## src/rtl/pokey_irq_stat.sv

```systemverilog
// POKEY interrupt/serial-status block: latches serial, keyboard and timer events
// into IRQST/SKSTAT, applies the IRQEN mask and drives the CPU interrupt line.
module pokey_irq_stat (
    input  logic       clk,
    input  logic       reset,
    input  logic       enn,
    input  logic       enp,
    input  logic [7:0] Dw,
    input  logic       AddrEw,
    input  logic       AddrAw,
    input  logic       setFramerr,
    input  logic       setSdiCompl,
    input  logic       setSdoCompl,
    input  logic       sdoFinish,
    input  logic       sdiBusy,
    input  logic       SID,
    input  logic [2:0] Timer,
    input  logic       keyIrq,
    input  logic       keyOvrIn,
    input  logic       breakKey,
    input  logic       keyDown,
    input  logic       shiftDown,
    output logic [7:0] IRQST,
    output logic [7:0] SKSTAT,
    output logic [7:0] IRQEN,
    output logic       IRQ_n
);

    logic [7:0] r_irqen;
    logic [7:0] r_pend;      // bit 3 is never latched; it stays 0
    logic       r_fe;
    logic       r_sov;
    logic       r_kov;
    logic       r_sidr;

    logic [7:0] w_src;
    logic [7:0] w_set;
    logic [7:0] w_keep;
    logic [7:0] w_pend_next;
    logic [7:0] w_pend_vis;
    logic       w_irqen_wr;
    logic       w_skres;
    logic       w_fe_set;
    logic       w_sov_set;
    logic       w_kov_set;

    assign w_src      = {breakKey, keyIrq, setSdiCompl, setSdoCompl, 1'b0, Timer};
    assign w_irqen_wr = enp & AddrEw;
    assign w_skres    = enp & AddrAw;

    // Events only latch through the enable mask already registered.
    assign w_set       = enn ? (w_src & r_irqen) : 8'h00;
    assign w_keep      = w_irqen_wr ? Dw : 8'hFF;
    assign w_pend_next = (r_pend | w_set) & w_keep & 8'hF7;

    // Overrun detection looks at the pending state before this event lands.
    assign w_fe_set  = enn & setFramerr;
    assign w_sov_set = enn & setSdiCompl & r_pend[5];
    assign w_kov_set = enn & ((keyIrq & r_pend[6]) | keyOvrIn);

    // NOTE: sequential state uses non-blocking assignments so every register
    // samples the pre-edge values of its neighbours, regardless of statement order.
    always_ff @(posedge clk or posedge reset) begin
        if (reset) begin
            r_irqen <= 8'h00;
            r_pend  <= 8'h00;
            r_fe    <= 1'b0;
            r_sov   <= 1'b0;
            r_kov   <= 1'b0;
            r_sidr  <= 1'b1;
        end else begin
            if (w_irqen_wr) begin
                r_irqen <= Dw;
            end
            r_pend <= w_pend_next;
            r_fe   <= w_fe_set  | (r_fe  & ~w_skres);
            r_sov  <= w_sov_set | (r_sov & ~w_skres);
            r_kov  <= w_kov_set | (r_kov & ~w_skres);
            if (enn) begin
                r_sidr <= SID;
            end
        end
    end

    assign w_pend_vis = r_pend | {4'b0000, sdoFinish & r_irqen[3], 3'b000};
    assign IRQST      = ~w_pend_vis;
    assign IRQ_n      = ~|w_pend_vis;
    assign IRQEN      = r_irqen;
    assign SKSTAT     = {~r_fe, ~r_kov, ~r_sov, r_sidr, ~shiftDown, ~keyDown, ~sdiBusy, 1'b1};

endmodule

```

## config.mk

```make
export PLATFORM = sky130hd
export DESIGN_NAME = pokey_irq_stat
export DESIGN_NICKNAME = d
export VERILOG_FILES = /design/src/rtl/pokey_irq_stat.sv
export SDC_FILE = /design/constraint.sdc
export NUM_CORES = 1
export LEC_CHECK = 0
export CAP_MARGIN = 20
export CORE_UTILIZATION = 32
export DETAILED_ROUTE_END_ITERATION = 7
export HOLD_SLACK_MARGIN = 0.05
export PLACE_DENSITY = 0.74
export SKIP_LAST_GASP = 1
export SYNTH_ARGS = -nofsm -noshare
export SYNTH_HDL_FRONTEND = slang
export SYNTH_SLANG_ARGS = --single-unit
```

## constraint.sdc

```tcl
create_clock -name clk -period 0.9 [get_ports clk]
set_clock_uncertainty 0.05 [all_clocks]
set_input_delay 0.18 -clock clk [delete_from_list [all_inputs] [get_ports clk]]
set_output_delay 0.18 -clock clk [all_outputs]
set_load 0.1 [all_outputs]
```

; Word level (Yosys, flattened, before mapping)
; Index checks and enable logic that the tools add are counted.
[op_classes]
bitwise = 27
n_mux = 2
n_reduce_logical = 2
[ops]
columns = op, count
row1 = $and A8 B8 Y8, 2
row2 = $mux W8, 2
row3 = $and A1 B1 Y1, 11
row4 = $not A8 Y8, 1
row5 = $or A8 B4 Y8, 1
row6 = $or A8 B8 Y8, 1
row7 = $reduce_or A8 Y1, 1
row8 = $not A1 Y1, 7
row9 = $or A1 B1 Y1, 4
row10 = $logic_not A1 Y1, 1
[word_totals]
regBits = 19
inputBits = 28
output_inout_bits = 25
elab_cells = 37

; Logic depth before layout (Yosys ltp)
; Gate-level depths: netlist (run 1).
[logic_depth]
word_depth = 4
mapped_depth = 3
ltp_nobuf = 2

; Least setup slack after synthesis (run 1)
; Ideal clock, no wire load.
[synth_path]
path_kind = register to output
startpoint = reg r_irqen[3], in the netlist IRQEN[3]
endpoint = out IRQ_n
slack_ns = -1.826
stages_incl_launch_ff = 3
t_arrival_ns = 2.496
path_buffers = 0
path_cell_list = dfrtp_1 -> nand2_1 -> and3_1
[synth_via]
elab_chain_len = 4
[synth_rtl]
columns = element, line_no
row1 = start: declaration, 29  ; logic [7:0] r_irqen;
row2 = start signal: assignment, 73  ; r_irqen <= Dw;
row3 = $and A1 B1 Y1, 85  ; assign w_pend_vis = r_pend | {4'b0000, sdoFinish & r_irqen[3], 3'b000};
row4 = $or A8 B4 Y8, 85
row5 = $reduce_or A8 Y1, 87  ; assign IRQ_n = ~|w_pend_vis;
row6 = $logic_not A1 Y1, 87
row7 = end: declaration, 26  ; output logic IRQ_n
; Every way passes these cells.

; Worst setup path after layout (run 1)
[layout_path]
startpoint = reg r_pend[7]
endpoint = out IRQ_n
[layout_via]
elab_chain_len = 3
[layout_rtl]
columns = element, line_no
row1 = start: declaration, 30  ; logic [7:0] r_pend;
row2 = start signal: assignment, 75  ; r_pend <= w_pend_next;
row3 = $or A8 B4 Y8, 85
row4 = $reduce_or A8 Y1, 87
row5 = $logic_not A1 Y1, 87
; Every way passes these cells.

==> results of run 1 <==
layout make-up:
class / instances / share of cell area
Multi-Input combinational cell: 34 / 0.1828
Sequential cell: 19 / 0.2328
Clock buffer: 4 / 0.01207
Tap cell: 30 / 0.01724
Inverter: 14 / 0.04655
Timing Repair Buffer: 83 / 0.5086
cell families after synthesis:
kind of cell | synth area share
AND/OR/NAND/NOR | 0.07899
AO/OA/AOI/OAI | 0.1148
flip-flops | 0.5678
buffers and inverters | 0.09984
multiplexers | 0.1341
other | 0.004467
critical path, delay by kind of cell (launching register included):
family,cells,cell delay (ns)
flip-flops,1,0.44
buffers and inverters,1,0.17
AND/OR/NAND/NOR,2,0.60
per-stage QoR:
stage,setup TNS [ns],instances,utilization
2_1_floorplan,-5.363,71,-
3_5_place_dp,-9.839,164,0.7495
5_1_grt,-12.03,184,0.8788
4_1_cts,-10.03,181,0.8414
3_3_place_gp,-9.748,164,0.7495
6_report,-11.11,184,0.8788
flip-flops by register name, summed over array words and instances, names as in the netlist:
name / flops
r_fe: 1
r_sidr: 1
r_pend: 7
r_kov: 1
IRQEN: 8
r_sov: 1
worst max path at each step:
stage	start	endpoint	cells past startpoint
detailed placement	enp	IRQEN[3]	4
floorplan	IRQEN[3]	IRQ_n	2
finish	r_pend[7]	IRQ_n	3
global placement	enp	IRQEN[3]	4
global route	r_pend[7]	IRQ_n	3
CTS	r_pend[1]	IRQ_n	3
layout by cell type, fill, tap and decap left out:
cell type	synthesis	routed
nand2_1	2	1
nor3_1	1	1
nand3_2	0	1
dlygate4sd2_1	0	2
a32o_1	1	1
buf_4	2	6
dfstp_2	1	1
buf_12	0	26
inv_1	14	1
a22o_1	2	2
a21o_1	1	1
dfrtp_4	0	8
clkdlybuf4s50_1	0	21
nand3_4	0	1
clkbuf_1	0	1
clkbuf_4	0	3
conb_1	1	1
nor4_4	0	1
clkinvlp_4	0	13
and3_4	0	1
dlymetal6s2s_1	0	1
buf_6	1	23
nand2_4	0	1
nand3_1	7	5
a2bb2oi_2	0	6
mux2_4	3	9
buf_16	0	1
a2bb2oi_1	7	1
nand2_8	0	1
dfrtp_1	18	10
clkbuf_2	0	3
power breakdown:
group          leakage [uW]  total (uW)  switching [uW]  internal, uW
clock             0.0000150         433             261           172
combinational      0.000711        3020            1720          1310
sequential         0.000214        1240             201          1030
what timing repair did:
action,in CTS,in global routing
endpoints found under the setup margin,40,43
pin swaps,3,5
gates cloned,1,0
gates resized for setup,30,26
setup buffers,14,11
per-layer routing:
layer,wire (um),share of wire,vias to the layer above
met5,0,0,-
met4,85,0.022,0
met3,311,0.082,12
met2,1963,0.52,60
met1,1449,0.38,463
li1,-,-,403
==> results.md, run 1 <==
- Input/output buffers: 51
- Core Area: 2477 sq um
- Synth top area cells: dfrtp_1 (54%), mux2_2 (8.0%), a2bb2oi_1 (7.3%)
- Cell Chain, Critical Path: nor4_4, and3_4, buf_12
- GRT overflow: 0
- Detail-routed via count per cell: 5.098
- Router iterations before antenna repair: 4
- Top_reg_cell synth: dfrtp_1
- Worst hold path type: in -> async
- Leading area contributor after synthesis: dfrtp_1
- First-pass GRT wire length: 4747 um
- Clock buffer depth: 2
- Synthesized area: 839.6 sq um
- # DRC: 0
- P per Cell Area: 2155 nW/um^2
- Number of placement rows: 18
- Die Y: 53.22 um
- Met2 usage: 0.4125
- Post-synth EDFFs: 0
- Met1 Use GR: 0.3146
- CTS Hold Bufs: 0
- Initial antenna violation count: 0
- Worst path slowest cell: dfrtp_1
- Final min period: 1.737 ns
- # H-tree levels: 1
- Nets@finish: 183
- R2R Setup Slk: -0.22 ns
- Netlist cell types: 19
- Clock root buffer: clkbuf_4
- Ys Warns: 0
- Synth-to-layout area growth: 159.3%
- #FFs+latches synth: 19
- Fin area: 2177 sq um
- Worst path arrival time: 1.51 ns
- Area of the multi-input gates: 397.9 sq um
- Syn avg cell area: 11.82 sq um
- Final Hold Viols: 0
- Initial core utilization: 0.3389
- Final setup viols: 39
- RSZ-0062 raised after global routing: true
- Worst-path maximum fanout: 2
- Achievable Freq: 0.5758 GHz
- 1st-iter DRT viols: 11
- Required time worst endpoint: 0.67 ns
- Die Width: 53.22 um
- GR peak layer: met2
- Placer Congestion: 0.6921
- Reg-to-Reg Start: r_pend[6]
- HPWL after DPL: 1821 um
- Syn nets: 99
- Critical path type: reg -> out
- Async set or reset register ratio after synthesis: 1.000
- Cells after Synth: 71
- Clk_lat worst skew: 0.29 ns
- Synth top area share: 0.5365
- Clock tree sinks: 19
- Top-Level Pins: 53
- Most frequent cell after synthesis: dfrtp_1
- CTS buffer count: 3
- DR WL/cell: 20.71 um
- Number of diodes: 0
- Die area: 2832 sq um
- Clock transition at the registers of the reported paths: 0.11 ns
- VDD IR max: 0.001643 V
- Seq. cell area: 506.7 sq um
- Min Hold Slack: 0.1923 ns
- Max_cap viols: 0
- CTS tree: done
- Violated checks: setup timing
- DRT antenna net count: 0
- Total power: 4692 uW
- Lkg Pwr: 0.0009403 uW
- Critical path capture point type: output pin
- Synth cell count leaders: dfrtp_1 (18), inv_1 (14), a2bb2oi_1 (7), nand3_1 (7), mux2_2 (6)
- Min setup slack post-route: -0.8368 ns
- Max Slew Vio Count: 0
- Met3 Track Usage GR: 0.04885
- Share of layout cells above drive strength 1: 0.6818
- Fill count: 112
- Vias in the first global route: 945
- Worst r2r path cells: 5
- Gr usage total: 0.2459
- Vias: 938
- Seq/Total Area, Yosys: 0.5678
- Largest net degree at the start of global routing: 19
- Final period utilization: 1.930
- Critical path launch point type: flop
- RR Endpoint: r_pend[6]
- Placed cell area: 1857 sq um
- Pre-CTS setup slack: -0.4983 ns
- Crit path largest cell delay: 0.44 ns
- WL final: 3810 um
- Outcome: finished with violations
(Power assumes the default switching activity.)
==> inputs of run 2 (changes only) <==
- CTS_CLUSTER_SIZE: default -> 30
==> results of run 2 <==
Final layout, timing and power as in run 1 (identical DEF).
==> inputs of run 3 (changes only) <==
- CTS_CLUSTER_SIZE: 30 -> 25
- SKIP_CTS_REPAIR_TIMING: default -> 1
==> run 3 against run 2 <==
- the run still ends with setup timing left
- utilization fell by 5.2 points
- sequential share of layout area is 1.4 points higher
- non-clock buffer count shrank 10
- maximum frequency grew 3.5%
- final area decreased by 5.9%
- largest cell class unchanged
==> results.md, run 3 (synthesis results as in run 1) <==
- Outcome: finished with violations
- Violated checks: setup timing
- Hold Crit Start: enn
- Top-Level Pins: 53 (unchanged)
- Clock buffer depth: 2 (unchanged)
- Core Area: 2477 sq um (unchanged)
- Detail-routed via count per cell: 4.839 (-5.1%)
- CTS buffer count: 3 (unchanged)
- Max reg flops: 8 (unchanged)
- Largest net degree at the start of global routing: 19 (unchanged)
- DRT antenna net count: 0 (unchanged)
- First-pass GRT wire length: 3670 um (-23%)
- Vias in the first global route: 798 (-16%)
- Area of the multi-input gates: 362.8 sq um (-8.8%)
- RSZ-0062 raised after global routing: true
- Worst r2r path cells: 2 (-3)
- Min setup slack post-route: -0.7786 ns (+0.05822 ns)
- Die Y: 53.22 um (unchanged)
- Gr usage total: 0.1829 (-0.06305)
- Clk_lat worst skew: 0.29 ns (about the same)
- Final period utilization: 1.865 (-0.06469)
- WL final: 2804 um (-26%)
- Reg-to-Reg Start: IRQEN[3]
- Input/output buffers: 51 (unchanged)
- Worst path arrival time: 1.45 ns (-0.06 ns)
- Final min period: 1.679 ns (-0.05822 ns)
- Number of placement rows: 18 (unchanged)
- R2R Setup Slk: -0.16 ns (+0.06 ns)
- Initial antenna violation count: 0 (unchanged)
- Max_cap viols: 0 (unchanged)
- Setup TNS: -9.251 ns (+1.860 ns)
- Placed cell area: 1857 sq um (unchanged)
- Final setup viols: 35 (-10%)
- Router iterations before antenna repair: 4 (unchanged)
- Clock tree sinks: 19 (unchanged)
- Clock root buffer: clkbuf_4
- Final Instance Count excl. Fillers: 174 (-5.4%)
- Final Util: 0.8273 (-0.05151)
- # H-tree levels: 1 (unchanged)
- Fill count: 137 (+22%)
- Seq. cell area: 506.7 sq um (unchanged)
- VDD IR max: 0.001630 V (-0.82%)
- Worst hold path type: in -> reg
- Most common cell after layout, fill and taps aside: buf_12
- Max Slew Vio Count: 0 (unchanged)
- Share of layout cells above drive strength 1: 0.6250 (-0.05682)
- Placer Congestion: 0.6921 (unchanged)
- Number of diodes: 0 (unchanged)
- Initial core utilization: 0.3389 (unchanged)
- Most frequent cells in the layout: buf_12 (26), clkdlybuf4s50_1 (21), clkinvlp_4 (13), buf_6 (11), dfrtp_1 (10)
- Nets@finish: 173 (-5.5%)
- Synth-to-layout area growth: 144.1%
- Critical path capture point type: output pin
- CTS tree: done
- P per Cell Area: 2150 nW/um^2 (-0.23%)
- Crit path largest cell delay: 0.42 ns (-0.02 ns)
- Placed cell count: 164 (unchanged)
- Achievable Freq: 0.5958 GHz (+3.5%)
- Fin area: 2049 sq um (-5.9%)
- # DRC: 0 (unchanged)
- Die area: 2832 sq um (unchanged)
- Worst-path maximum fanout: 2 (unchanged)
- Worst path slowest cell: dfrtp_1
- Cell Chain, Critical Path: nor4_2, and3_4, buf_12
- Vias: 842 (-10%)
- GRT overflow: 0 (unchanged)
- 1st-iter DRT viols: 20 (+9)
- Critical path type: reg -> out
- RR Endpoint: IRQEN[3]
- Lkg Pwr: 0.0009068 uW (-3.6%)
- Min Hold Slack: 0.1702 ns (-0.02210 ns)
- Hold Path End: r_sidr
- Critical path launch point type: flop
- HPWL after DPL: 1821 um (unchanged)
- Die Width: 53.22 um (unchanged)
- Final Hold Viols: 0 (unchanged)
- Clock transition at the registers of the reported paths: 0.11 ns (about the same)
- Hold depth: 2
- DR WL/cell: 16.11 um (-22%)
- Required time worst endpoint: 0.67 ns (about the same)
==> run 3: critical path, delay by kind of cell, from the launching register on <==
family        cells  cell delay, ns
flops             1            0.42
simple gates      2            0.57
buf+inv           1            0.17
==> run 3: area by class of cell <==
cell class | instances | share of cell area
clock buffers | 4 | 0.01282
inverters | 14 | 0.04945
multi-input cells | 34 | 0.1770
flip-flops and latches | 19 | 0.2473
well taps | 30 | 0.01831
repair buffers | 73 | 0.4951
==> run 3: worst max-delay path by stage <==
stage	startpoint	to	slack (ns)	cells past startpoint
final	r_pend[7]	IRQ_n	-0.78	3
after global routing	r_pend[7]	IRQ_n	-0.87	3
after CTS	r_pend[1]	IRQ_n	-0.80	3
after detailed placement	enp	IRQEN[3]	-0.50	4
after global placement	enp	IRQEN[3]	-0.48	4
after floorplan	IRQEN[3]	IRQ_n	-0.58	2
==> run 3: routing by layer <==
layer / global-route usage / part of all wire
met1: 0.2415 / 0.44
met2: 0.3021 / 0.48
met3: 0.02874 / 0.070
met4: 0.05702 / 0.0029
met5: 0 / 0
==> run 3: report_power, final <==
part,switching [uW],internal (uW)
Sequential,165,1030
Combinational,1610,1160
Clock,263,172
Total,2040,2370
==> run 3: metrics by stage <==
stage | total power (uW) | setup slack [ns]
final | 4407 | -0.7786
after floorplan | 2689 | -0.5813
after CTS | 4228 | -0.7968
after detailed placement | 3791 | -0.4983
after global placement | 3758 | -0.4780
after global routing | 4561 | -0.8725
